## src/rtl/mdu_div_iter_pkg.sv

```systemverilog
// Shared definitions for the iterative RV32M divider: op codes, FSM states and sign helpers.
// Op codes must stay identical to the ALU decode of the same 5-bit op field.
package mdu_div_iter_pkg;

  localparam int XLEN = 32;
  localparam int OP_W = 5;

  localparam logic [OP_W-1:0] OP_DIV  = 5'd20;
  localparam logic [OP_W-1:0] OP_DIVU = 5'd21;
  localparam logic [OP_W-1:0] OP_REM  = 5'd22;
  localparam logic [OP_W-1:0] OP_REMU = 5'd23;

  typedef enum logic [1:0] {
    IDLE = 2'd0,
    CALC = 2'd1,
    DONE = 2'd2
  } div_state_e;

  function automatic logic [XLEN-1:0] cond_neg(input logic [XLEN-1:0] v, input logic neg);
    return neg ? ({XLEN{1'b0}} - v) : v;
  endfunction

  // Two's-complement magnitude for signed ops; unsigned ops pass straight through.
  function automatic logic [XLEN-1:0] abs_val(input logic [XLEN-1:0] v, input logic is_signed);
    return cond_neg(v, is_signed & v[XLEN-1]);
  endfunction

endpackage

```

## src/rtl/mdu_div_iter.sv

```systemverilog
// Multi-cycle restoring divider for DIV/DIVU/REM/REMU, one quotient bit per cycle.
// Optional DIV_EARLY_OUT_EN: finish in one cycle when |dividend| < |divisor|.
//
// state | meaning
// IDLE  | ready for a request; latches operands on an accepted divide op
// CALC  | 32 iterations of restoring division, counter 0..31
// DONE  | result valid, held until out_ready_i
module mdu_div_iter
  import mdu_div_iter_pkg::*;
(
  input  logic            clk_i,
  input  logic            rst_ni,
  input  logic            in_valid_i,
  output logic            in_ready_o,
  input  logic [OP_W-1:0] in_op_i,
  input  logic [XLEN-1:0] in_src1_i,
  input  logic [XLEN-1:0] in_src2_i,
  output logic            out_valid_o,
  input  logic            out_ready_i,
  output logic [XLEN-1:0] out_result_o,
  input  logic            flush_i,
  output logic            busy_o
);

  div_state_e      state_q;
  logic [OP_W-1:0] op_q;
  logic            neg_q_q, neg_r_q;
  logic [XLEN-1:0] quo_q, rem_q, dvs_q, result_q;
  logic [4:0]      cnt_q;
  logic            out_valid_q;

  logic            req_is_div, req_signed, req_rem, req_div_zero, req_ovf;
  logic [XLEN-1:0] a_mag, b_mag;
  logic [XLEN:0]   shifted, trial;
  logic            qbit;
  logic [XLEN-1:0] quo_d, rem_d, q_fix, r_fix;

  always_comb begin
    req_is_div   = (in_op_i == OP_DIV) || (in_op_i == OP_DIVU) ||
                   (in_op_i == OP_REM) || (in_op_i == OP_REMU);
    req_signed   = (in_op_i == OP_DIV) || (in_op_i == OP_REM);
    req_rem      = (in_op_i == OP_REM) || (in_op_i == OP_REMU);
    a_mag        = abs_val(in_src1_i, req_signed);
    b_mag        = abs_val(in_src2_i, req_signed);
    req_div_zero = (in_src2_i == '0);
    req_ovf      = req_signed && (in_src1_i == {1'b1, {(XLEN-1){1'b0}}}) && (in_src2_i == '1);
  end

  // The 33rd bit exists only here: a negative trial leaves the remainder untouched.
  always_comb begin
    shifted = {rem_q, quo_q[XLEN-1]};
    trial   = shifted - {1'b0, dvs_q};
    qbit    = ~trial[XLEN];
    rem_d   = qbit ? trial[XLEN-1:0] : shifted[XLEN-1:0];
    quo_d   = {quo_q[XLEN-2:0], qbit};
    q_fix   = cond_neg(quo_d, neg_q_q);
    r_fix   = cond_neg(rem_d, neg_r_q);
  end

  always_ff @(posedge clk_i or negedge rst_ni) begin
    if (!rst_ni) begin
      state_q     <= IDLE;
      op_q        <= '0;
      neg_q_q     <= 1'b0;
      neg_r_q     <= 1'b0;
      quo_q       <= '0;
      rem_q       <= '0;
      dvs_q       <= '0;
      cnt_q       <= '0;
      result_q    <= '0;
      out_valid_q <= 1'b0;
    end else if (flush_i) begin
      state_q     <= IDLE;
      out_valid_q <= 1'b0;
    end else begin
      case (state_q)
        IDLE: begin
          if (in_valid_i && req_is_div) begin
            op_q    <= in_op_i;
            neg_q_q <= req_signed & (in_src1_i[XLEN-1] ^ in_src2_i[XLEN-1]);
            neg_r_q <= req_signed & in_src1_i[XLEN-1];
            quo_q   <= a_mag;
            dvs_q   <= b_mag;
            rem_q   <= '0;
            cnt_q   <= '0;
            if (req_div_zero) begin
              result_q    <= req_rem ? in_src1_i : '1;
              out_valid_q <= 1'b1;
              state_q     <= DONE;
            end else if (req_ovf) begin
              result_q    <= req_rem ? '0 : {1'b1, {(XLEN-1){1'b0}}};
              out_valid_q <= 1'b1;
              state_q     <= DONE;
`ifdef DIV_EARLY_OUT_EN
            end else if (a_mag < b_mag) begin
              result_q    <= req_rem ? in_src1_i : '0;
              out_valid_q <= 1'b1;
              state_q     <= DONE;
`endif
            end else begin
              state_q <= CALC;
            end
          end
        end
        CALC: begin
          quo_q <= quo_d;
          rem_q <= rem_d;
          cnt_q <= cnt_q + 5'd1;
          if (cnt_q == 5'd31) begin
            result_q    <= ((op_q == OP_REM) || (op_q == OP_REMU)) ? r_fix : q_fix;
            out_valid_q <= 1'b1;
            state_q     <= DONE;
          end
        end
        DONE: begin
          if (out_ready_i) begin
            out_valid_q <= 1'b0;
            state_q     <= IDLE;
          end
        end
        default: begin
          out_valid_q <= 1'b0;
          state_q     <= IDLE;
        end
      endcase
    end
  end

  assign in_ready_o   = (state_q == IDLE);
  assign busy_o       = (state_q != IDLE);
  assign out_valid_o  = out_valid_q;
  assign out_result_o = result_q;

endmodule

```

## config.mk

```make
export PLATFORM = sky130hd
export DESIGN_NAME = mdu_div_iter
export DESIGN_NICKNAME = d
export VERILOG_FILES = /design/src/rtl/mdu_div_iter_pkg.sv /design/src/rtl/mdu_div_iter.sv
export SDC_FILE = /design/constraint.sdc
export NUM_CORES = 1
export LEC_CHECK = 0
export ABC_AREA = 1
export CORE_ASPECT_RATIO = 1.5
export CORE_MARGIN = 5
export CORE_UTILIZATION = 55
export CTS_BUF_LIST = sky130_fd_sc_hd__clkbuf_8
export CTS_CLUSTER_SIZE = 24
export DETAILED_ROUTE_END_ITERATION = 8
export PLACE_DENSITY = 0.76
export SLEW_MARGIN = 20
export SYNTH_ARGS = -nofsm -noshare
export SYNTH_HDL_FRONTEND = slang
export SYNTH_SLANG_ARGS = --single-unit
```

## constraint.sdc

```tcl
create_clock -name clk_i -period 5.4 [get_ports clk_i]
set_input_delay 1.62 -clock clk_i [delete_from_list [all_inputs] [get_ports clk_i]]
set_output_delay 1.62 -clock clk_i [all_outputs]
set_load 0.03 [all_outputs]
```

==> metrics.yaml <==
outcome: "completed"
grt_first_pass_wirelength_mm: 69.7
post_cts_buffers: 0
fillCellCount: 2328
crit_start: "in_src1_i[0]"
cp-start-kind: "primary input"
finalHoldViolCount: 0
numCtsBuffers: 17
drt-vias-per-instance: 5.56
core_um2: 23600
crit_chain: "clkdlybuf4s50_1 -> inv_1 -> ha_1 -> inv_1 -> nor3_1 -> nand2_1 -> nor3_1 -> nand3_1 -> inv_1 -> nand3_1 -> nor2_1 -> nor2_1 -> nand2_1 -> nand2_1 -> nor2_4 -> inv_2 -> a31oi_1 -> o2bb2ai_1"
hp-class: "register to register"
die_area_um2: 27100
area_growth_pct: 12.9
vias: 13946
syn_inst: 2106
place_congestion: 1.02
final.setup.tns_ns: 0
syn_area_um2: 13100
cts_resized: 0
start_util_pct: 55.5
cp_data_required_time_ns: 5.80
final_nets: 2290
grt_max_degree: 89
netlist_top_cells_count: "nand2_1, inv_1, nor2_1"
crit_arrival_ns: 4.94
drtIter0Drc: 1064
ant_nets: 0
slowest_delay_ns: 0.45
slew_headroom_pct: 25.8
report.final.slew_viol_count: 0
cpMaxStageDelayCell: "clkdlybuf4s50_1"
yosysWarningCount: 0
die_y_um: 199
highest_layer: "met4"
finalWirelength_mm: 44.4
avgSynthCellArea_um2: 6.22
synth_flop_cell: "dfrtp_1"
num_rows: 69
drt_first_pass_iters: 6
cp-end-kind: "register"
synthArstFlopShare_pct: 100
drc_errors: 0
cts_sinks: 142
critical_path_class: "primary input to register"
wl_met1_mm: 16.6
grt.overflow.total: 0
synth_top_area_cell: "dfrtp_1"
die_x_um: 136
pin_count: 109
synth_edf_count: 0
min_path_cells: 2
ys_types: 60
grt_usage_pct: 33.1
yosysSeqAreaShare_pct: 27.1
synth_seq_cells: 142
antenna_found_initial: 0
grt_pass1_vias: 13477
clk_latency_ns: 0.48
clock_path_buffers: 2
clk_pin_slew_ns: 0.10
path_max_fanout: 61
postCtsHoldBufs: 0
clock-skew-final_ns: 0.0184
root_buffer: "clkbuf_8"
wl_met2_mm: 22.2
period_minus_slack_ns: 4.54
worstRegToRegCells: 25
tightestPinTransition_ns: 1.11
cts_max_level: 4
cap_violations: 0
setup_viol: 0
cts_tree: "done"
reg2reg_slack_ns: 0.87
synth_fp_nets: 2220
yosysMostFrequentCell: "nand2_1"
hpwl_mm: 34.7
wl_per_cell_um: 17.7
hp-start: "out_result_o[18]"
synth_top_area_share_pct: 27.1
rsz0062_at_grt: "no"
timing.fmax_mhz: 220
crit-reg2reg-launch: "quo_q[31]"
portBuffers: 108
timing.final.crit_share_pct: 84.1
layout-drive-gt1-share_pct: 6.81
synth_area_leaders: "dfrtp_1, nand2_1, inv_1"
n_antenna_cell: 0
wl_met3_mm: 1.83
## area by class of cell
type                            count  area (um2)  area share, %
Timing Repair Buffer              127        1220           8.29
Inverter                          305        1140           7.75
Sequential cell                   142        3550           24.0
Clock inverter                     12         123          0.830
Clock buffer                       20         275           1.86
Multi-Input combinational cell   1583        8060           54.5
Tap cell                          319         399           2.70
## worst max-delay path, delay by kind of cell
kind | cells | cell delay, ns
AOI/OAI and AO/OA | 2 | 0.48
buffers and inverters | 5 | 1.12
and+or+nand+nor | 10 | 1.59
adders and majority gates | 1 | 0.14
## routing by layer
metal	track usage, %	up-vias
li1	-	6942
met2	58.9	467
met4	23.8	0
met5	0	-
met1	36.3	6366
met3	3.59	171
## state kept, by name, indices dropped and copies added, names as in the netlist
signal,flops
out_result_o,32
cnt_q,5
neg_q_q,1
dvs_q,32
neg_r_q,1
out_valid_o,1
quo_q,32
op_q,4
state_q,2
rem_q,32
## cells in the final DEF (no fill, tap or decap), types with 20 or more instances in the layout
cell,instances
nand3_1,119
nand2_1,634
dfrtp_1,142
o22ai_1,32
nor3_1,36
nor2_1,172
xor2_1,49
clkdlybuf4s50_1,107
nand2_2,42
o21ai_0,156
nand4_1,30
ha_1,39
a21oi_1,106
inv_1,291
clkbuf_8,20
## worst paths after layout
check                                   end
setup / recovery            out_result_o[3]
hold / removal             out_result_o[18]
hold reg to reg            out_result_o[18]
setup reg to reg           out_result_o[10]
min in group asynchronous          cnt_q[2]
max in group asynchronous  out_result_o[25]
## kinds of logic (layout without fill, tap and decap cells)
logic type | count (synthesis) | after routing | synth area share (%)
and+or+nand+nor | 1096 | 1096 | 36.3
xor gates and xnor gates | 68 | 68 | 4.55
buffers and inverters | 381 | 464 | 11.5
DFF | 142 | 142 | 27.1
AOI/OAI and AO/OA | 378 | 378 | 16.5
muxes | 1 | 1 | 0.0765
adders and majority gates | 40 | 40 | 3.88
## stage by stage
step | utilization [%] | cell area (um2) | hold slack [ns] | worst slack, ns | std cells
after floorplan | - | 13100 | 0.432 | 1.50 | 2106
after global placement | 61.0 | 14400 | 0.463 | 0.526 | 2476
after detailed placement | 61.0 | 14400 | 0.464 | 0.361 | 2476
after CTS | 62.7 | 14800 | 0.490 | 0.846 | 2508
after global routing | 62.7 | 14800 | 0.511 | 0.500 | 2508
final | 62.7 | 14800 | 0.488 | 0.856 | 2508
Power is not shown: default switching activity piles up to over one toggle a cycle in this logic, so the estimate is an artifact.
